$ cat config.mk
export PLATFORM = sky130hd
export DESIGN_NAME = alarm_trigger
export DESIGN_NICKNAME = d
export VERILOG_FILES = /design/src/rtl/alarm_trigger.sv
export SDC_FILE = /design/constraint.sdc
export NUM_CORES = 1
export LEC_CHECK = 0
export ABC_AREA = 0
export BUFFER_PORTS_ARGS = -buffer_cell sky130_fd_sc_hd__buf_2
export CAP_MARGIN = 25
export CORE_MARGIN = 8
export CORE_UTILIZATION = 45
export CTS_CLUSTER_DIAMETER = 30
export DETAILED_ROUTE_END_ITERATION = 8
export GPL_TIMING_DRIVEN = 0
export PLACE_DENSITY = 0.64
export SETUP_SLACK_MARGIN = 0.3
export SLEW_MARGIN = 0
export SYNTH_ARGS = -nofsm -noshare
export SYNTH_HDL_FRONTEND = slang
export SYNTH_SLANG_ARGS = --single-unit
$ cat constraint.sdc
create_clock -name i_Clk_5MHz -period 9.03 [get_ports i_Clk_5MHz]
set_input_delay 1.806 -clock i_Clk_5MHz [delete_from_list [all_inputs] [get_ports i_Clk_5MHz]]
set_output_delay 1.806 -clock i_Clk_5MHz [all_outputs]
set_load 0.01 [all_outputs]
$ cat src/rtl/alarm_trigger.sv
// ============================================================================
// Module   : alarm_trigger
// Purpose  : Decodes the 12-hour BCD alarm time into minutes-of-day and runs
//            the ring / snooze / stop state machine for the buzzer path.
// Revision : 1.0  initial release
// ============================================================================
`default_nettype none

module alarm_trigger #(
    parameter int RING_SECONDS   = 60,
    parameter int SNOOZE_MINUTES = 9
) (
    input  logic        i_Clk_5MHz,
    input  logic        i_Reset,
    input  logic [15:0] i_Alarm_Time,
    input  logic        i_Alarm_PM,
    input  logic [16:0] i_Current_Seconds,
    input  logic        i_Second_Tick,
    input  logic        i_Alarm_Enable,
    input  logic        i_Snooze,
    input  logic        i_Stop,
    output logic        o_Alarm_Active,
    output logic        o_Snoozing,
    output logic [10:0] o_Alarm_Minutes,
    output logic        o_Decode_Error
);

    localparam int c_RW = $clog2(RING_SECONDS + 1);
    localparam logic [c_RW-1:0] c_RING_LAST = c_RW'(RING_SECONDS - 1);
    localparam logic [c_RW-1:0] c_RING_MAX  = c_RW'(RING_SECONDS);

    localparam logic [1:0] c_IDLE    = 2'd0;
    localparam logic [1:0] c_RINGING = 2'd1;
    localparam logic [1:0] c_SNOOZE  = 2'd2;

    logic [1:0]      r_state;
    logic [1:0]      w_next_state;
    logic            r_alarm_active;
    logic            r_snoozing;
    logic [10:0]     r_alarm_minutes;
    logic            r_decode_error;
    logic [c_RW-1:0] r_ring_cnt;
    logic [10:0]     r_snooze_target;

    logic            w_clr_ring;
    logic            w_inc_ring;
    logic            w_load_snooze;

    // Alarm time decode
    logic [3:0]  w_h1, w_h2, w_m1, w_m2;
    logic [4:0]  w_h12;
    logic [4:0]  w_h24;
    logic        w_legal;
    logic [10:0] w_minutes;

    assign w_h1 = i_Alarm_Time[15:12];
    assign w_h2 = i_Alarm_Time[11:8];
    assign w_m1 = i_Alarm_Time[7:4];
    assign w_m2 = i_Alarm_Time[3:0];

    // H1 is only legal as 0 or 1, so its low bit alone selects the tens value
    assign w_h12   = (w_h1[0] ? 5'd10 : 5'd0) + {1'b0, w_h2};
    assign w_legal = (w_h1 <= 4'd1) && (w_h2 <= 4'd9) && (w_h12 >= 5'd1) &&
                     (w_h12 <= 5'd12) && (w_m1 <= 4'd5) && (w_m2 <= 4'd9);
    assign w_h24   = (w_h12 == 5'd12) ? (i_Alarm_PM ? 5'd12 : 5'd0)
                                      : (w_h12 + (i_Alarm_PM ? 5'd12 : 5'd0));
    assign w_minutes = ({6'd0, w_h24} * 11'd60) + ({7'd0, w_m1} * 11'd10) + {7'd0, w_m2};

    // Match events
    logic w_alarm_hit;
    logic w_snooze_hit;

    assign w_alarm_hit  = i_Second_Tick && i_Alarm_Enable && !r_decode_error &&
                          (i_Current_Seconds == ({6'd0, r_alarm_minutes} * 17'd60));
    assign w_snooze_hit = i_Second_Tick &&
                          (i_Current_Seconds == ({6'd0, r_snooze_target} * 17'd60));

    // Snooze target, wrapped past midnight
    logic [10:0] w_cur_min;
    logic [11:0] w_snz_sum;
    logic [10:0] w_snz_target;

    assign w_cur_min    = 11'(i_Current_Seconds / 17'd60);
    assign w_snz_sum    = {1'b0, w_cur_min} + 12'(SNOOZE_MINUTES);
    assign w_snz_target = (w_snz_sum >= 12'd1440) ? 11'(w_snz_sum - 12'd1440)
                                                  : 11'(w_snz_sum);

    always_comb begin
        w_next_state  = r_state;
        w_clr_ring    = 1'b0;
        w_inc_ring    = 1'b0;
        w_load_snooze = 1'b0;
        case (r_state)
            c_IDLE: begin
                if (w_alarm_hit && !i_Stop) begin
                    w_next_state = c_RINGING;
                    w_clr_ring   = 1'b1;
                end
            end
            c_RINGING: begin
                if (i_Stop || !i_Alarm_Enable) begin
                    w_next_state = c_IDLE;
                end else if (i_Snooze) begin
                    w_next_state  = c_SNOOZE;
                    w_load_snooze = 1'b1;
                end else if (i_Second_Tick) begin
                    w_inc_ring = 1'b1;
                    if (r_ring_cnt >= c_RING_LAST) begin
                        w_next_state = c_IDLE;
                    end
                end
            end
            c_SNOOZE: begin
                if (i_Stop || !i_Alarm_Enable) begin
                    w_next_state = c_IDLE;
                end else if (w_snooze_hit || w_alarm_hit) begin
                    w_next_state = c_RINGING;
                    w_clr_ring   = 1'b1;
                end
            end
            default: begin
                w_next_state = c_IDLE;
            end
        endcase
    end

    always_ff @(posedge i_Clk_5MHz) begin
        if (i_Reset) begin
            r_state         <= c_IDLE;
            r_alarm_active  <= 1'b0;
            r_snoozing      <= 1'b0;
            r_alarm_minutes <= 11'd0;
            r_decode_error  <= 1'b0;
            r_ring_cnt      <= '0;
            r_snooze_target <= 11'd0;
        end else begin
            r_state        <= w_next_state;
            r_alarm_active <= (w_next_state == c_RINGING);
            r_snoozing     <= (w_next_state == c_SNOOZE);
            r_decode_error <= !w_legal;
            if (w_legal) begin
                r_alarm_minutes <= w_minutes;
            end
            if (w_clr_ring) begin
                r_ring_cnt <= '0;
            end else if (w_inc_ring && (r_ring_cnt != c_RING_MAX)) begin
                r_ring_cnt <= r_ring_cnt + 1'b1;
            end
            if (w_load_snooze) begin
                r_snooze_target <= w_snz_target;
            end
        end
    end

    assign o_Alarm_Active  = r_alarm_active;
    assign o_Snoozing      = r_snoozing;
    assign o_Alarm_Minutes = r_alarm_minutes;
    assign o_Decode_Error  = r_decode_error;

endmodule

`default_nettype wire

==> results of run 1 <==
==> layout make-up <==
type	instances	area, sq um
Sequential cell	33	660.6
Tap cell	188	235.2
Inverter	70	262.8
Clock buffer	6	128.9
Timing Repair Buffer	45	227.7
Fill cell	1478	7562
Clock inverter	2	10.01
Buffer	31	147.6
Multi-Input combinational cell	691	5967
==> flip-flops by register name, summed over array words and instances, names as in the netlist <==
name,cells
o_Alarm_Minutes,11
r_state,2
r_snooze_target,11
r_ring_cnt,6
o_Alarm_Active,1
o_Decode_Error,1
o_Snoozing,1
==> cells in the final DEF (no fill, tap or decap), drive strengths merged, types with 7 or more instances in the layout <==
cell type  netlist  final
a2111oi          7      7
a211oi          20     20
a21o            45     45
a21oi           50     50
a31oi            8      8
and2            11     11
and3             8      8
buf             14     58
clkbuf          17     24
dfxtp           33     33
fa              50     50
ha              72     72
inv             69     69
mux2i           13     13
nand2           45     45
nand2b           7      7
nand3           26     26
nand4            9      9
nor2            52     52
nor2b            8      8
nor3            15     15
nor4             7      7
o211ai           9      9
o21ai           43     43
xnor2           69     69
xor2            17     17
==> power by group through the flow <==
| stage | clock [uW] | combinational [uW] | sequential, uW |
|---|---|---|---|
| 2_1_floorplan | 0 | 711 | 154 |
| 3_3_place_gp | 0 | 851 | 154 |
| 3_5_place_dp | 0 | 853 | 154 |
| 4_1_cts | 170 | 863 | 151 |
| 5_1_grt | 178 | 980 | 151 |
| 6_report | 165 | 870 | 151 |
==> worst max-delay path, cell delays in order <==
cell and delay (ns):
buf_2 0.13, buf_2 0.25, nand3_1 0.19, nand2_2 0.18, mux2_4 0.36, a2111oi_1 0.52, o41ai_2 0.18, a2bb2oi_2 0.30
nand3_2 0.15, a2111oi_2 0.40, a211oi_1 0.16, or4_4 0.61, a21oi_2 0.26, nor4b_1 0.09, a311o_1 0.33, a31oi_4 0.24
a21boi_2 0.11, ha_1 0.25, inv_1 0.09, nor2_1 0.07, a221oi_4 0.41, nor3b_1 0.14, xnor2_2 0.25, inv_1 0.12
a221o_1 0.35, o211a_1 0.22, o31ai_1 0.21
==> metrics by stage <==
| step | util, % | setup WS, ns |
|---|---|---|
| global route | 50.26 | 0.3855 |
| floorplan | - | 1.384 |
| finish | 50.26 | 0.8223 |
| detailed placement | 49.00 | 0.3400 |
| global placement | 49.00 | 0.3821 |
| CTS | 49.91 | 0.5952 |
==> routing by layer <==
metal / vias to the layer above / wire, um
met1: 2824 / 8346
li1: 3100 / -
met3: 11 / 633
met2: 125 / 7072
met4: 0 / 55
met5: - / 0
==> worst paths after layout <==
check	to	from	cells past startpoint	slack (ns)
min reg2reg	r_ring_cnt[5]	r_ring_cnt[5]	2	0.50
max reg2reg	r_ring_cnt[1]	o_Alarm_Minutes[2]	18	4.04
min	r_ring_cnt[5]	r_ring_cnt[5]	2	0.50
max	r_snooze_target[6]	i_Current_Seconds[14]	27	0.82
==> cell families (layout without fill, tap and decap cells) <==
group,Yosys count,in the layout,synth area share [%]
compound gates,259,259,28.72
xor+xnor,86,86,11.15
fa+ha+maj,123,123,27.36
buf+inv,101,154,5.869
flops,33,33,9.447
mux,14,14,2.183
simple gates,209,209,15.28
==> repair_timing <==
action / in CTS / in global routing
setup endpoints to repair: 0 / 5
gates resized for setup: 0 / 10
hold buffers: 0 / 0
==> impl_metrics.env, run 1 <==
export IMPL_via_count=6060
export IMPL_synth_edf_count=0
export IMPL_hold_class="register to register"
export IMPL_hpwl_mm=13.61
export IMPL_pwr_share_comb_pct=73.4
export IMPL_syn_nets=987
export IMPL_p_clk_share_pct=13.9
export IMPL_synth_top_cell_by_area="fa_1"
export IMPL_netlist_area_leader_share_pct=14.31
export IMPL_cts_buffers=5
export IMPL_path_class="input pin to register"
export IMPL_io_buffer_count=44
export IMPL_postRouteAntennaNets=0
export IMPL_cts_max_path_buffers=2
export IMPL_synthMostInstantiatedCell="ha_1"
export IMPL_synth_cells=825
export IMPL_period_minus_slack_ns=8.208
export IMPL_worst_setup_path_end_kind="register"
export IMPL_initial_core_util_pct=46.00
export IMPL_p_int_uw=628.0
export IMPL_top_usage_layer="met2"
export IMPL_fin_crit_sh_pct=90.89
export IMPL_cts_root_buf="clkbuf_16"
export IMPL_grt_ovfl_total=0
export IMPL_finalHoldWorstSlack_ns=0.5037
export IMPL_setup_violations=0
export IMPL_grt_total_usage_pct=16.85
export IMPL_htree_levels=2
export IMPL_die_h_um=140.7
export IMPL_use_met1_pct=24.62
export IMPL_slew_headroom_pct=40.00
export IMPL_fin_cells=1066
export IMPL_worstPathMaxFanout=10
export IMPL_dr_pass1_iters=5
export IMPL_routed_via_density=5.685
export IMPL_yosys_warnings=0
export IMPL_crit_required_ns=9.22
export IMPL_cts_tree="built"
export IMPL_synth_avg_cell_area_sq_um=8.476
export IMPL_final_cell_area_sq_um=7640
export IMPL_p_total_uw=1185
export IMPL_fmax_ghz=0.1218
export IMPL_arrival_ns=8.40
export IMPL_insertion_delay_ns=0.28
export IMPL_avgRoutedWirePerCell_um=15.11
export IMPL_synth_cell_types=100
export IMPL_rows=45
export IMPL_grt_max_degree=11
export IMPL_dp_cells=1057
export IMPL_met2_usage_pct=26.72
export IMPL_die_area_sq_um=19790
export IMPL_core_sq_um=15200
export IMPL_cap_violations=0
export IMPL_tightest_slew_ns=0.8945
export IMPL_p_seq_share_pct=12.7
export IMPL_gp_congestion=0.8963
export IMPL_antenna_cells=0
export IMPL_drc_errors=0
export IMPL_grt_pass1_vias=5930
export IMPL_final_nets=1039
export IMPL_p_leak_uw=0.003597
export IMPL_p_per_area_nw_per_um2=155.2
export IMPL_layout_drive_gt1_share_pct=12.98
export IMPL_placed_area_sq_um=7448
export IMPL_outcome="complete, no violations"
export IMPL_worst_clock_skew_ns=0.006539
export IMPL_post_cts_buffers=0
export IMPL_grt_util_met3_pct=2.330
export IMPL_rsz0062_at_grt="false"
export IMPL_swShare_pct=47.02
export IMPL_synth_main_ff_cell="dfxtp_1"
export IMPL_irDropWorstVdd_mv=0.2025
export IMPL_die_width_um=140.7
export IMPL_ys_ff_latch=33
export IMPL_synth_area_sq_um=6993
export IMPL_p_switching_uw=557.4
export IMPL_critPathLaunchType="input pin"
export IMPL_hold_violations=0
export IMPL_clock_sinks=33
export IMPL_synth_area_leaders="fa_1, ha_1, dfxtp_1"
export IMPL_routed_wl_mm=16.11
export IMPL_clk_pin_slew_worst_paths_ns=0.05
export IMPL_io_pins=54
export IMPL_grt_pass1_wl_mm=28.66
export IMPL_seq_area_frac_synth_pct=9.447
export IMPL_tns_ns=0
export IMPL_antenna_found_initial=0
export IMPL_synthTopCellsByCount="ha_1, inv_1, xnor2_1"
export IMPL_area_growth_pct=9.250
export IMPL_first_iter_violations=293
export IMPL_slew_violations=0
export IMPL_synthArstFlopShare_pct=0
No activity file was read; power rests on OpenSTA's default activity.
==> inputs of run 2 (changes only) <==
- CTS_CLUSTER_SIZE: default -> 40
- clock period: 9.03 -> 10.05 ns (I/O delays scaled with it)
==> impl_metrics.env, run 2 (synthesized netlist as in run 1, its figures left out) <==
export IMPL_grt_ovfl_total=0
export IMPL_clock_sinks=33
export IMPL_postRouteAntennaNets=0
export IMPL_p_per_area_nw_per_um2=138.9
export IMPL_rsz0062_at_grt="false"
export IMPL_drc_errors=0
export IMPL_first_iter_violations=278
export IMPL_cts_tree="built"
export IMPL_insertion_delay_ns=0.28
export IMPL_worstPathMaxFanout=10
export IMPL_placed_area_sq_um=7448
export IMPL_hold_class="register to register"
export IMPL_p_int_uw=560.7
export IMPL_area_growth_pct=8.606
export IMPL_outcome="complete, no violations"
export IMPL_dr_pass1_iters=5
export IMPL_htree_levels=2
export IMPL_routed_via_density=5.642
export IMPL_pwr_share_comb_pct=73.1
export IMPL_via_count=6014
export IMPL_setup_violations=0
export IMPL_pre_cts_slack_ns=1.156
export IMPL_fin_crit_sh_pct=86.11
export IMPL_cts_root_buf="clkbuf_16"
export IMPL_final_cell_mix="ha_1, inv_1, xnor2_1"
export IMPL_dp_cells=1057
export IMPL_clk_pin_slew_worst_paths_ns=0.05
export IMPL_p_switching_uw=494.1
export IMPL_fmax_ghz=0.1156
export IMPL_cap_violations=0
export IMPL_avgRoutedWirePerCell_um=15.01
export IMPL_worst_setup_path_end_kind="register"
export IMPL_antenna_found_initial=0
export IMPL_grt_total_usage_pct=16.85
export IMPL_layout_setup_ws_ns=1.396
export IMPL_final_common_cell="ha_1"
export IMPL_core_sq_um=15200
export IMPL_fin_cells=1066
export IMPL_grt_pass1_vias=5930
export IMPL_io_pins=54
export IMPL_final_nets=1039
export IMPL_routed_wl_mm=16.00
export IMPL_crit_path_max_incr_delay_ns=0.55
export IMPL_slew_violations=0
export IMPL_grt_max_degree=11
export IMPL_irDropWorstVdd_mv=0.1819
export IMPL_hpwl_mm=13.61
export IMPL_final_cell_area_sq_um=7595
export IMPL_cp_slowest_cell="a2111oi_0"
export IMPL_tns_ns=0
export IMPL_fillers=1480
export IMPL_cts_buffers=5
export IMPL_post_cts_buffers=0
export IMPL_p_leak_uw=0.003589
export IMPL_period_minus_slack_ns=8.654
export IMPL_die_area_sq_um=19790
export IMPL_hold_violations=0
export IMPL_gp_congestion=0.8963
export IMPL_antenna_cells=0
export IMPL_p_clk_share_pct=14.0
export IMPL_p_total_uw=1055
export IMPL_p_seq_share_pct=12.8
export IMPL_crit_required_ns=10.23
export IMPL_grt_pass1_wl_mm=28.66
export IMPL_arrival_ns=8.83
export IMPL_tightest_slew_ns=0.8853
export IMPL_swShare_pct=46.84
export IMPL_hold_buffers=0
export IMPL_die_h_um=140.7
export IMPL_rows=45
export IMPL_io_buffer_count=44
export IMPL_die_width_um=140.7
export IMPL_worst_clock_skew_ns=0.006584
export IMPL_critPathLaunchType="input pin"
export IMPL_cts_max_path_buffers=2
export IMPL_ctsResizeCount=0
export IMPL_slew_headroom_pct=40.63
export IMPL_layout_drive_gt1_share_pct=12.30
export IMPL_path_class="input pin to register"
export IMPL_initial_core_util_pct=46.00
==> run 2: cell counts in the layout (fill, tap and decap cells not counted) <==
No cell type changed its count.
==> run 2: stage by stage <==
stage / utilization (%) / hold WS (ns)
finish: 49.96 / 0.5038
global route: 49.96 / 0.5786
CTS: 49.91 / 0.5154
detailed placement: 49.00 / 0.5025
global placement: 49.00 / 0.4885
floorplan: - / 0.4722
==> run 2: routing by layer <==
layer,wire (um),track usage (%)
met3,511,2.330
met2,7098,26.72
met1,8357,24.62
met5,0,0
met4,28,1.301
==> run 2: power by group through the flow <==
stage | Clock [uW] | Sequential (uW) | Combinational, uW
after floorplan | 0 | 138 | 638
after global placement | 0 | 138 | 764
after detailed placement | 0 | 138 | 767
after CTS | 153 | 136 | 776
after global routing | 160 | 136 | 872
final | 148 | 135 | 771
==> run 2: layout make-up <==
cell class | count | area (sq um) | share of cell area (%)
well taps | 188 | 235.2 | 3.097
multi-input cells | 691 | 5922 | 77.97
repair buffers | 45 | 227.7 | 2.998
clock inverters | 2 | 10.01 | 0.1318
inverters | 70 | 262.8 | 3.460
clock buffers | 6 | 128.9 | 1.697
flip-flops and latches | 33 | 660.6 | 8.699
plain buffers | 31 | 147.6 | 1.944
==> run 2: path summary, 6_finish.rpt <==
check | from | endpoint | slack (ns) | depth (start not counted)
setup / recovery | i_Current_Seconds[14] | r_snooze_target[8] | 1.40 | 27
hold / removal | r_ring_cnt[5] | r_ring_cnt[5] | 0.50 | 2
setup reg to reg | o_Alarm_Minutes[2] | r_ring_cnt[1] | 5.07 | 18
hold reg to reg | r_ring_cnt[5] | r_ring_cnt[5] | 0.50 | 2
==> run 2: worst max-delay path: cells and delay by family <==
family	cells	cell delay [ns]
AO/OA/AOI/OAI	13	3.88
AND/OR/NAND/NOR	7	1.39
buffers and inverters	3	0.46
multiplexers	1	0.42
XOR/XNOR	2	0.40
adder cells (fa/ha/maj)	1	0.29
==> inputs of run 3 (changes only) <==
- CORE_MARGIN: 8 -> default
- PLACE_DENSITY: 0.64 -> 0.66
- SKIP_LAST_GASP: default -> 1
- clock period: 10.05 -> 7.7 ns (I/O delays scaled with it)
==> impl_metrics.env, run 3 (synthesized netlist as in run 1, its figures left out) <==
export IMPL_grt_pass1_vias=5769
export IMPL_critPathLaunchType="input pin"
export IMPL_fin_crit_sh_pct=95.24
export IMPL_cap_violations=0
export IMPL_routed_via_density=5.768
export IMPL_initial_core_util_pct=46.00
export IMPL_hold_class="register to register"
export IMPL_io_buffer_count=44
export IMPL_p_clk_share_pct=12.8
export IMPL_core_sq_um=15200
export IMPL_pwr_share_comb_pct=75.9
export IMPL_layout_drive_gt1_share_pct=23.76
export IMPL_fin_cells=1097
export IMPL_p_int_uw=822.7
export IMPL_cts_tree="built"
export IMPL_antenna_found_initial=0
export IMPL_avgRoutedWirePerCell_um=15.50
export IMPL_hpwl_mm=13.11
export IMPL_final_cell_mix="ha_1, inv_1, xnor2_1"
export IMPL_die_width_um=126.7
export IMPL_via_count=6327
export IMPL_cts_root_buf="clkbuf_16"
export IMPL_grt_pass1_wl_mm=27.66
export IMPL_outcome="complete, no violations"
export IMPL_crit_required_ns=7.89
export IMPL_clk_pin_slew_worst_paths_ns=0.06
export IMPL_grt_max_degree=12
export IMPL_worstPathMaxFanout=10
export IMPL_routed_wl_mm=17.01
export IMPL_rsz0062_at_grt="true"
export IMPL_hold_violations=0
export IMPL_arrival_ns=7.53
export IMPL_final_nets=1070
export IMPL_io_pins=54
export IMPL_grt_ovfl_total=0
export IMPL_tightest_slew_ns=0.9654
export IMPL_die_h_um=126.7
export IMPL_postRouteAntennaNets=0
export IMPL_setup_violations=0
export IMPL_drc_errors=0
export IMPL_htree_levels=2
export IMPL_dp_cells=1057
export IMPL_hold_depth=2
export IMPL_gp_congestion=0.8759
export IMPL_irDropWorstVdd_mv=0.2362
export IMPL_final_core_util_pct=56.00
export IMPL_swShare_pct=47.11
export IMPL_p_per_area_nw_per_um2=182.7
export IMPL_cts_buffers=5
export IMPL_p_seq_share_pct=11.4
export IMPL_pre_cts_slack_ns=-0.6497
export IMPL_fmax_ghz=0.1364
export IMPL_die_area_sq_um=16040
export IMPL_p_leak_uw=0.003873
export IMPL_dr_pass1_iters=5
export IMPL_insertion_delay_ns=0.28
export IMPL_clock_sinks=33
export IMPL_period_minus_slack_ns=7.333
export IMPL_area_growth_pct=21.74
export IMPL_reg2reg_depth=18
export IMPL_rows=45
export IMPL_cts_max_path_buffers=2
export IMPL_hold_buffers=0
export IMPL_path_class="input pin to register"
export IMPL_slew_violations=0
export IMPL_slew_headroom_pct=35.25
export IMPL_worst_setup_path_end_kind="register"
export IMPL_antenna_cells=0
export IMPL_final_common_cell="ha_1"
export IMPL_grt_total_usage_pct=20.77
export IMPL_first_iter_violations=283
export IMPL_worst_clock_skew_ns=0.005549
export IMPL_p_switching_uw=732.7
export IMPL_layout_setup_ws_ns=0.3666
[run 3: layer usage]
metal	global-route usage (%)	routed length [um]	vias up
li1	-	-	3169
met1	30.70	8321	2997
met2	33.41	7959	148
met3	2.404	641	13
met4	2.311	85	0
met5	0	0	-
[run 3: worst paths after layout]
kind	start	end	slack [ns]
max	i_Current_Seconds[12]	r_snooze_target[6]	0.37
min	r_ring_cnt[5]	r_ring_cnt[5]	0.51
max reg2reg	o_Alarm_Minutes[2]	r_ring_cnt[0]	2.65
min reg2reg	r_ring_cnt[5]	r_ring_cnt[5]	0.51
[run 3: worst max-delay path, stage by stage]
cell and delay [ns]:
buf_4 0.15, and4bb_2 0.28, o311a_4 0.43, o21ai_4 0.29, nor3_4 0.11, o41ai_4 0.38, a2bb2oi_4 0.15, a2111oi_4 0.38
a211oi_2 0.10, a2bb2oi_2 0.23, or4_4 0.58, a21oi_4 0.19, nor4b_2 0.06, a311o_1 0.38, a31oi_4 0.18, a21boi_2 0.10
ha_2 0.20, inv_2 0.06, nor2_2 0.05, a221oi_4 0.40, nor3b_2 0.11, xnor2_2 0.29, inv_2 0.09, a221o_1 0.37
o211a_1 0.24, o31ai_1 0.18
[run 3: power groups by stage]
stage          sequential [uW]  combinational, uW  clock, uW
5_1_grt                    177               1320        208
2_1_floorplan              180                833          0
3_3_place_gp               181                996          0
4_1_cts                    177               1060        202
6_report                   177               1180        198
3_5_place_dp               181               1010          0
[run 3: what timing repair did]
| item | 4_1_cts | 5_1_grt |
|---|---|---|
| setup endpoints to repair | 6 | 6 |
| hold endpoints to repair | 0 | 0 |
| pin swaps | 6 | 45 |
| buffers inserted | 8 | 23 |
| resized for setup | 40 | 98 |
[run 3: cell type report]
type / count / area, sq um
plain buffers: 31 / 200.2
fillers: 1374 / 6689
multi-input cells: 691 / 6529
clock buffers: 5 / 125.1
repair buffers: 76 / 483.0
inverters: 70 / 262.8
clock inverters: 3 / 17.52
well taps: 188 / 235.2
flip-flops and latches: 33 / 660.6
[run 3: stage by stage]
step / hold WS, ns / cell area (sq um) / TNS (ns) / total power [uW]
floorplan: 0.4722 / 6993 / 0 / 1014
global placement: 0.4921 / 7448 / -3.052 / 1176
detailed placement: 0.5007 / 7448 / -2.913 / 1188
CTS: 0.5185 / 7848 / 0 / 1439
global route: 0.5732 / 8513 / 0 / 1705
finish: 0.5133 / 8513 / 0 / 1555
